File: src/rtl/timeslot_scheduler_pkg.sv
// Shared types and the round-robin winner function for timeslot_scheduler.
package timeslot_scheduler_pkg;

    localparam int unsigned RR_MAX_CH = 64;

    typedef enum logic [0:0] {
        IDLE  = 1'b0,
        GRANT = 1'b1
    } state_t;

    // First requester after idx (mod n); idx itself is checked last, so the owner has lowest priority.
    function automatic int unsigned rr_next(input logic [RR_MAX_CH-1:0] req,
                                            input int unsigned idx,
                                            input int unsigned n);
        int unsigned win;
        int unsigned c;
        logic        found;
        win   = idx;
        found = 1'b0;
        for (int unsigned i = 1; i <= RR_MAX_CH; i++) begin
            c = (idx + i) % n;
            if ((i <= n) && !found && req[c[5:0]]) begin
                win   = c;
                found = 1'b1;
            end else begin
                found = found;
            end
        end
        return win;
    endfunction

endpackage

File: src/rtl/timeslot_scheduler_arbiter_round_robin.sv
// Combinational round-robin arbiter: request vector plus priority pointer to one-hot winner and index.
module arbiter_round_robin
    import timeslot_scheduler_pkg::*;
#(
    parameter int unsigned N  = 4,
    parameter int unsigned IW = $clog2(N)
) (
    input  logic [N-1:0]  req,
    input  logic [IW-1:0] ptr,
    output logic [N-1:0]  gnt_oh,
    output logic [IW-1:0] win,
    output logic          vld
);

    logic [RR_MAX_CH-1:0] req_ext_s;

    // Widen the request vector and pick the next owner after ptr.
    always_comb begin
        req_ext_s         = '0;
        req_ext_s[N-1:0]  = req;
        vld               = |req;
        win               = IW'(rr_next(req_ext_s, 32'(ptr), N));
        gnt_oh            = '0;
        if (vld) begin
            gnt_oh[win] = 1'b1;
        end else begin
            gnt_oh = '0;
        end
    end

endmodule

File: src/rtl/timeslot_scheduler.sv
// Round-robin time-division scheduler with per-channel programmable slot length.
// Optional macro TIMESLOT_SCHEDULER_EARLY_RELEASE_EN: owner dropping req ends its slot early.
module timeslot_scheduler
    import timeslot_scheduler_pkg::*;
#(
    parameter int unsigned CHANNELS = 4,
    parameter int unsigned WIDTH    = 8,
    parameter int unsigned IW       = $clog2(CHANNELS)
) (
    input  logic                      clk,
    input  logic                      rst,
    input  logic                      ena,
    input  logic [CHANNELS-1:0]       req,
    input  logic [CHANNELS*WIDTH-1:0] len,
    output logic [CHANNELS-1:0]       gnt,
    output logic [IW-1:0]             idx,
    output logic [WIDTH-1:0]          cnt,
    output logic                      lst,
    output logic                      busy
);

    state_t               state_r, state_n;
    logic [IW-1:0]        idx_r, idx_n;
    logic [WIDTH-1:0]     cnt_r, cnt_n;
    logic [WIDTH-1:0]     len_q_r, len_n;
    logic [CHANNELS-1:0]  gnt_r, gnt_n;
    logic                 busy_r, busy_n;

    logic [CHANNELS-1:0]  arb_oh_s;
    logic [IW-1:0]        arb_win_s;
    logic                 arb_vld_s;
    logic [WIDTH-1:0]     len_a_s [CHANNELS];
    logic [WIDTH-1:0]     len_win_s;
    logic                 lst_s;
    logic                 end_s;

    arbiter_round_robin #(
        .N  (CHANNELS),
        .IW (IW)
    ) u_arb (
        .req    (req),
        .ptr    (idx_r),
        .gnt_oh (arb_oh_s),
        .win    (arb_win_s),
        .vld    (arb_vld_s)
    );

    // Unpack the flat length bus and select the arbitration winner's slot maximum.
    always_comb begin
        for (int i = 0; i < int'(CHANNELS); i++) begin
            len_a_s[i] = len[i*WIDTH +: WIDTH];
        end
        len_win_s = len_a_s[arb_win_s];
    end

    assign lst_s = busy_r & (cnt_r == len_q_r);

`ifdef TIMESLOT_SCHEDULER_EARLY_RELEASE_EN
    assign end_s = lst_s | ~req[idx_r];
`else
    assign end_s = lst_s;
`endif

    // Next-state logic: slot start, counting, zero-gap handoff and return to idle.
    always_comb begin
        state_n = state_r;
        idx_n   = idx_r;
        cnt_n   = cnt_r;
        len_n   = len_q_r;
        gnt_n   = gnt_r;
        case (state_r)
            IDLE: begin
                if (ena && arb_vld_s) begin
                    state_n = GRANT;
                    idx_n   = arb_win_s;
                    len_n   = len_win_s;
                    cnt_n   = '0;
                    gnt_n   = arb_oh_s;
                end else begin
                    gnt_n   = '0;
                end
            end
            GRANT: begin
                if (ena) begin
                    if (end_s) begin
                        if (arb_vld_s) begin
                            idx_n = arb_win_s;
                            len_n = len_win_s;
                            cnt_n = '0;
                            gnt_n = arb_oh_s;
                        end else begin
                            state_n = IDLE;
                            cnt_n   = '0;
                            gnt_n   = '0;
                        end
                    end else begin
                        cnt_n = cnt_r + WIDTH'(1);
                    end
                end else begin
                    state_n = GRANT;
                end
            end
            default: begin
                state_n = IDLE;
                cnt_n   = '0;
                gnt_n   = '0;
            end
        endcase
        busy_n = (state_n == GRANT);
    end

    // State and output registers; reset drops any slot in progress.
    always_ff @(posedge clk or posedge rst) begin
        if (rst) begin
            state_r <= IDLE;
            idx_r   <= IW'(CHANNELS - 1);
            cnt_r   <= '0;
            len_q_r <= '0;
            gnt_r   <= '0;
            busy_r  <= 1'b0;
        end else begin
            state_r <= state_n;
            idx_r   <= idx_n;
            cnt_r   <= cnt_n;
            len_q_r <= len_n;
            gnt_r   <= gnt_n;
            busy_r  <= busy_n;
        end
    end

    assign gnt  = gnt_r;
    assign idx  = idx_r;
    assign cnt  = cnt_r;
    assign busy = busy_r;
    assign lst  = lst_s;

endmodule

File: config.mk
export PLATFORM = sky130hd
export DESIGN_NAME = timeslot_scheduler
export DESIGN_NICKNAME = d
export VERILOG_FILES = /design/src/rtl/timeslot_scheduler_pkg.sv /design/src/rtl/timeslot_scheduler_arbiter_round_robin.sv /design/src/rtl/timeslot_scheduler.sv
export SDC_FILE = /design/constraint.sdc
export NUM_CORES = 1
export LEC_CHECK = 0
export CORE_AREA = 2 2 78 50
export DETAILED_ROUTE_END_ITERATION = 7
export DIE_AREA = 0 0 80 52
export GPL_TIMING_DRIVEN = 0
export PLACE_DENSITY_LB_ADDON = 0.1
export SLEW_MARGIN = 15
export SYNTH_ARGS = -nofsm -noshare
export SYNTH_HDL_FRONTEND = slang
export SYNTH_HIERARCHICAL = 1
export SYNTH_SLANG_ARGS = --single-unit
export TNS_END_PERCENT = 30
File: constraint.sdc
create_clock -name clk -period 6.8 [get_ports clk]
set_input_delay 1.36 -clock clk [delete_from_list [all_inputs] [get_ports clk]]
set_output_delay 1.36 -clock clk [all_outputs]
set_load 0.01 [all_outputs]
# == Word level (Yosys, flattened, before mapping) ==
# Cells that the tools add are included.
# W data, S select, Z words.
# classes
add_sub_neg,5
order_cmp,7
n_eq_ne,5
muxes,45
bitwise_logic,3
n_reduce_logical,12
# ops
cell,count
$mux W8,9
$pmux W8 S2,2
$lt A2 B7 Y1 const B,4
$mux W4,5
$bmux W8 S2,1
$mux W2,8
$mux W1,12
$add A8 B1 Y8 const B,1
$bmux W1 S2,4
$eq A8 B8 Y1,1
$pmux W4 S2,1
$ne A2 B2 Y1 const B,3
$logic_and A1 B1 Y1,5
$add A2 B1 Y2 const B,2
$add A2 B2 Y2 const B,2
$pmux W2 S2,1
$reduce_and A2 Y1,2
$reduce_and A4 Y1,1
$reduce_or A4 Y1,1
$ge A3 B3 Y1 const B,1
$logic_not A1 Y1,3
$lt A2 B3 Y1 const B,1
$not A2 Y3,1
$demux W1 S2,1
other kinds (5),5
# word_totals
ff_bits,23
input_bits,39
output_inout_bits,16
elab_cells,82

# == Depth between registers and ports, before layout ==
# Gate-level depths: netlist of run 1.
# depth
ltp_word,22
ltp_mapped,7
depth_no_buf,5

# == By module ==
# The synthesis of run 1 kept the hierarchy.
# by_module_without_submodules
module,instances,cells_per_inst,area_each_um2,seq_area_each_um2
timeslot_scheduler,1,104,1333.8,578.1
arbiter_round_robin,1,30,195.2,0.0

# == Least setup slack after synthesis of run 1 ==
# Ideal clock, no wire load.
# synth_timing
path_kind,input -> register
start,in req[3]
end,reg len_q_r[3]
setup_time_ns,0.125
t_arrival_ns,3.116
required_time_ns,6.675
setup_slack_ns,3.559
stages,6
n_path_buf,2
cell_sequence,clkbuf_1 -> a22oi_1 -> o221ai_1 -> buf_1 -> mux4_2 -> mux2_4
# synth_between
elab_chain_len,20
word_cells_on_any_way,35
classes_between,eq/ne: 2; mux: 23; bitwise: 1; reduce/logical: 9
# synth_lines
element,line_no,source
from (decl),timeslot_scheduler.sv:13,"input logic [CHANNELS-1:0] req,"
$bmux W1 S2,timeslot_scheduler_pkg.sv:22,if ((i <= n) && !found && req[c[5:0]]) begin
$mux W1 (not written as such),timeslot_scheduler_pkg.sv:22,
$mux W1,timeslot_scheduler_pkg.sv:22,
$logic_not A1 Y1,timeslot_scheduler_pkg.sv:22,
$logic_and A1 B1 Y1,timeslot_scheduler_pkg.sv:22,
$mux W1,timeslot_scheduler_pkg.sv:22,
$logic_not A1 Y1,timeslot_scheduler_pkg.sv:22,
$logic_and A1 B1 Y1,timeslot_scheduler_pkg.sv:22,
[4 not listed],-,
named net arb_win_s[0],timeslot_scheduler.sv:30,logic [IW-1:0] arb_win_s;
$not A2 Y3 (not written as such) *,timeslot_scheduler.sv:53,len_win_s = len_a_s[arb_win_s];
$bmux W8 S2 *,timeslot_scheduler.sv:53,
$mux W8 (not written as such) * (2 in a row),timeslot_scheduler.sv:53,
$mux W8,timeslot_scheduler.sv:86,if (arb_vld_s) begin
$mux W8,timeslot_scheduler.sv:85,if (end_s) begin
$mux W8,timeslot_scheduler.sv:84,if (ena) begin
$pmux W8 S2 *,timeslot_scheduler.sv:71,case (state_r)
to (signal assigned),timeslot_scheduler.sv:125,len_q_r <= len_n;
to (decl),timeslot_scheduler.sv:25,"logic [WIDTH-1:0] len_q_r, len_n;"
# The timed path passes the listed nets; every way through them passes the cells marked *. The select of a mux whose other input is x is not followed.
# A chain may end at the register's enable or synchronous reset.

# == Final worst setup path of run 1 ==
# layout_timing
start,in req[1]
end,reg len_q_r[0]
# Same word-level chain as after synthesis.

==> run metrics, run 1 <==
Routed WL=3610 um; layout cells sized above 1=0.173; Peak VDD IR=0.0000870 V; vias in the first global route=1,265; Die X=80 um; WL per Instance=15.2 um; Final setup viols=0; Post-Syn Area=1530 sq um; Max transition margin=0.434; Area Overhead vs Synth=41.5%; Slowest cell on crit path=clkdlybuf4s50_1; sequential fraction of the synthesis area=0.378; cts-stage hold buffer count=0; Initial Util=0.438; DP Area=2120 sq um; finished layout cell area=2160 sq um; cell class contributing the biggest share of worst-path delay=buffers and inverters; status=finished clean; vias after detailed routing=1,269; Pwr per Cell Area=178 nW/um^2; Post-synth top flop=dfrtp_1; Mapped Nets=174; latest clock arrival within the worst-skew pair=260 ps; CTS max path bufs=2; EDFF count, synth=0; drt via density=5.33; crit path capture type=flip-flop; Leak=0.870 nW; Final Hold Vio Count=0; nets@finish=232; Slew @ Worst Pin=848 ps; post-layout minimum cycle time=3780 ps; drc violations=0; floorplan die area=4160 sq um; unrepaired setup endpoints after global routing=false; Max Clock Freq=0.264 GHz; CTS HTree Levels=1; crit start category=primary input; total global-route track usage=0.192; period utilization=0.556; worst clock skew=4.58 ps; Cell Rows=17; Root Driver=clkbuf_8; CP required=6950 ps; post-DP HPWL=2860 um; synth warn=6; maximum capacitance violations=0; clk slew on worst S/H paths=80 ps; library cells used by synthesis=48; grt ovf=0; clock sinks=23; min-delay worst type=flip-flop to flip-flop; initial antenna violation count=0; Worst Path Arrival=3930 ps; Fin Setup TNS=0 ps; Post-CTS Setup Bufs=0; # IOs=55; Cell Chain, Critical Path=clkdlybuf4s50_1 -> nand2b_1 -> a21boi_1 -> o221ai_1 -> buf_1 -> mux4_2 -> mux2_2; Setup Crit Path Kind=primary input to flip-flop; DR iter-0 viols=49; area of the core=3490 sq um; Worst path max stage delay=700 ps; fin. max-slew vios=0; CTS resizes=0; pin count of the biggest net entering global routing=24; drt pass-1 iters=4; Routability Congestion=0.698; Mapped Avg Cell Area=11.4 sq um; worst path buffer plus inverter count=2; cells after synthesis=134; IO buf count=53; number of synthesized register bits=23; CP max FO=9; die span in y=52 um; ant diodes=0; CTS tree=done; global-route wire length before repair=6040 um; Post-synth ARST share=1.00; Num CTS Buffers=3; post-route ant nets=0
==> per-stage QoR <==
stage	utilization	cells	hold slack [ps]	power (mW)	worst slack, ps
floorplan	-	134	502	0.242	3560
global placement	0.607	234	507	0.302	2800
detailed placement	0.607	234	517	0.306	2730
CTS	0.620	238	533	0.389	3000
global route	0.620	238	561	0.408	2860
finish	0.620	238	525	0.385	3020
==> final timing paths <==
kind                             start    endpoint  slack (ps)  cells past startpoint
worst max-delay path            req[1]  len_q_r[0]        3020                      7
worst min-delay path            gnt[1]      gnt[1]         530                      1
max in group asynchronous          rst  len_q_r[7]        4700                      2
worst max register to register  idx[1]  len_q_r[0]        4230                      6
min in group asynchronous          rst        busy        1570                      2
worst min register to register  gnt[1]      gnt[1]         530                      1
==> metal layers <==
metal	global-route usage	routed length (um)
met1	0.276	1780
met2	0.296	1570
met3	0.0503	236
met4	0.0339	27
met5	0	0
==> state kept, by name, indices dropped and copies added (netlist names) <==
register and cells:
cnt 8, len_q_r 8, gnt 4, idx 2, busy 1
==> cell usage in the layout, fill, tap and decap left out, drive strengths merged, types with 3 or more instances in the layout <==
cell           netlist  routed
inv                  5       5
o21ai                6       6
a21oi                6       6
clkbuf               2       6
mux2                10      10
xnor2                8       8
a32o                 5       5
mux4                 8       8
nand2b               3       3
nand2               12      12
nand4                4       4
clkdlybuf4s50        0      53
o31ai                4       4
buf                  7       7
a2bb2oi              3       3
dfrtp               21      21
==> Yosys cell counts, types with 2 or more instances <==
cell,n,area share
dfrtp_1,21,0.34
nand2_1,12,0.029
mux4_2,8,0.12
xnor2_1,8,0.046
a21oi_1,6,0.020
mux2_4,6,0.059
a32o_1,5,0.033
inv_1,5,0.012
mux2_2,4,0.029
o21ai_0,4,0.013
o31ai_1,4,0.020
a2bb2oi_1,3,0.017
nand4_1,3,0.012
a21o_1,2,0.0098
a22oi_1,2,0.0098
and2_1,2,0.0082
buf_1,2,0.0049
buf_2,2,0.0065
clkbuf_1,2,0.0049
dfstp_2,2,0.034
nand2b_1,2,0.0082
nand3_1,2,0.0065
nor2_1,2,0.0049
==> report_power, final <==
part / switching (mW) / internal [mW] / leakage (nW) / total (mW)
sequential: 0.0246 / 0.149 / 0.279 / 0.174
clock: 0.0402 / 0.0417 / 0.0228 / 0.0819
combinational: 0.0499 / 0.0797 / 0.568 / 0.130
==> kinds of logic (layout without fill, tap and decap cells) <==
logic type,after synthesis,in the layout,share of synthesized area
flops,23,23,0.378
xor+xnor,8,8,0.0458
buf+inv,14,71,0.0540
compound gates,36,36,0.180
simple gates,33,33,0.121
fa+ha+maj,1,1,0.00818
mux,19,19,0.213
==> cell type report <==
class	count	area, sq um
fill	287	1330
multi-input combinational	97	868
sequential	23	578
timing repair buffer	53	531
buffer	9	63.8
tap	47	58.8
clock buffer	4	45.0
inverter	5	18.8
==> worst reg2reg max path, stage by stage, from the launching register on <==
cell	delay (ps)
dfstp_2	570
buf_2	220
a21boi_1	90
o221ai_1	170
buf_1	540
mux4_2	590
mux2_2	270
Power figures use the tool's default switching activity.
==> run 2, diff against run 1 <==
--- a/config.mk
+++ b/config.mk
@@ -5,9 +5,9 @@
 export SDC_FILE = /design/constraint.sdc
 export NUM_CORES = 1
 export LEC_CHECK = 0
-export CORE_AREA = 2 2 78 50
+export CORE_AREA = 2 2 83 53
 export DETAILED_ROUTE_END_ITERATION = 7
-export DIE_AREA = 0 0 80 52
+export DIE_AREA = 0 0 85 55
 export GPL_TIMING_DRIVEN = 0
 export PLACE_DENSITY_LB_ADDON = 0.1
 export SLEW_MARGIN = 15
==> constraint.sdc (replaced) <==
create_clock -name clk -period 3.26 [get_ports clk]
set_input_delay 0.652 -clock clk [delete_from_list [all_inputs] [get_ports clk]]
set_output_delay 0.652 -clock clk [all_outputs]
set_load 0.01 [all_outputs]
==> run metrics, run 2 (same netlist as run 1, synthesis figures left out) <==
final core utilization=0.550; DP Area=2120 sq um; Worst Path Arrival=3220 ps; pin count of the biggest net entering global routing=24; CTS HTree Levels=1; vias after detailed routing=1,270; crit path capture type=flip-flop; Setup Crit Path Kind=primary input to flip-flop; Final Hold Vio Count=0; Routability Congestion=0.778; Fin Setup TNS=0 ps; Reg power frac=0.445; unrepaired setup endpoints after global routing=false; Routed WL=3780 um; cts-stage hold buffer count=0; Initial Util=0.388; total power=0.810 mW; clk slew on worst S/H paths=80 ps; CTS max path bufs=2; Max Clock Freq=0.326 GHz; reg2reg end=len_q_r[2]; Peak VDD IR=0.000164 V; most common cell after layout, fill and taps aside=clkdlybuf4s50_1; status=finished clean; post-route insts no fill=241; CP required=3410 ps; Inst Count DP=237; crit start category=primary input; Switching Power=0.247 mW; FF-to-FF path depth=6; final worst slack=195 ps; fin. max-slew vios=0; die span in y=55 um; Area Overhead vs Synth=41.8%; finished layout cell area=2170 sq um; Comb power frac=0.335; clock sinks=23; Num CTS Buffers=3; IO buf count=53; # IOs=55; Reg2Reg Setup Slack=660 ps; worst setup path endpoint=len_q_r[2]; Leak=0.872 nW; area of the core=3940 sq um; post-layout minimum cycle time=3070 ps; Cell Chain, Critical Path=clkdlybuf4s50_1 -> nand2b_1 -> a21boi_1 -> o221ai_1 -> buf_1 -> mux4_2 -> mux2_2; drc violations=0; crit path from=req[1]; Slew @ Worst Pin=878 ps; Clk pwr share=0.220; floorplan die area=4680 sq um; total global-route track usage=0.172; Pwr per Cell Area=374 nW/um^2; Die X=85 um; layout cells sized above 1=0.178; initial antenna violation count=0; hold slack=529 ps; worst clock skew=2.45 ps; Place WS=-100 ps; fill cell count=344; Slowest cell on crit path=clkdlybuf4s50_1; most frequent cells in the layout=clkdlybuf4s50_1, dfrtp_1, nand2_1; worst r2r src=idx[1]; Internal Power=0.563 mW; Cell Rows=18; DR iter-0 viols=65; CP max FO=9; vias in the first global route=1,223; post-DP HPWL=3010 um; min-delay worst type=flip-flop to flip-flop; ant diodes=0; WL per Instance=15.7 um; drt via density=5.27; CTS tree=done; global-route wire length before repair=6100 um; latest clock arrival within the worst-skew pair=260 ps; nets@finish=232; Post-CTS Setup Bufs=0; drt pass-1 iters=4; post-route ant nets=0; Worst path max stage delay=670 ps; Final setup viols=0; period utilization=0.940; maximum capacitance violations=0; Max transition margin=0.414; Root Driver=clkbuf_8; CTS resizes=0; grt ovf=0; switching part of the total power=0.305
-- run 2: cell types whose count changed in the layout (fill, tap and decap cells not counted), sizes merged --
cell,delta
clkbuf,-1
clkinv,+1
-- run 2: worst max-delay path: cells and delay by family --
family	cells	cell delay, ps
compound gates	2	310
buf+inv	2	1250
mux	2	890
simple gates	1	120
-- run 2: worst min-delay path by stage --
stage                       endpoint  slack (ps)  depth (start not counted)        from
after floorplan           len_q_r[0]         500                          1  len_q_r[0]
after global placement        gnt[1]         510                          1      gnt[1]
after detailed placement      gnt[2]         520                          1      gnt[2]
after CTS                     gnt[2]         540                          1      gnt[2]
after global routing          gnt[2]         560                          1      gnt[2]
final                         gnt[2]         530                          1      gnt[2]
-- run 2: power groups by stage --
stage	clock network [mW]	logic, mW	registers (mW)
after global routing	0.193	0.300	0.367
final	0.178	0.272	0.360
after floorplan	0	0.138	0.366
after detailed placement	0	0.275	0.365
after global placement	0	0.271	0.364
after CTS	0.183	0.275	0.360
-- run 2: cell type report --
| class | count | area (sq um) | share of cell area |
|---|---|---|---|
| clock inverter | 1 | 5.00 | 0.00231 |
| clock buffer | 3 | 41.3 | 0.0190 |
| sequential | 23 | 578 | 0.267 |
| timing repair buffer | 53 | 531 | 0.245 |
| buffer | 9 | 63.8 | 0.0294 |
| inverter | 5 | 18.8 | 0.00866 |
| multi-input combinational | 97 | 868 | 0.400 |
| tap | 50 | 62.6 | 0.0289 |
-- run 2: per-layer routing --
layer / part of all wire / routed length, um / global-route usage
met5: 0 / 0 / 0
met1: 0.50 / 1880 / 0.234
met4: 0.0037 / 14 / 0.0397
met2: 0.45 / 1700 / 0.280
met3: 0.049 / 185 / 0.0445
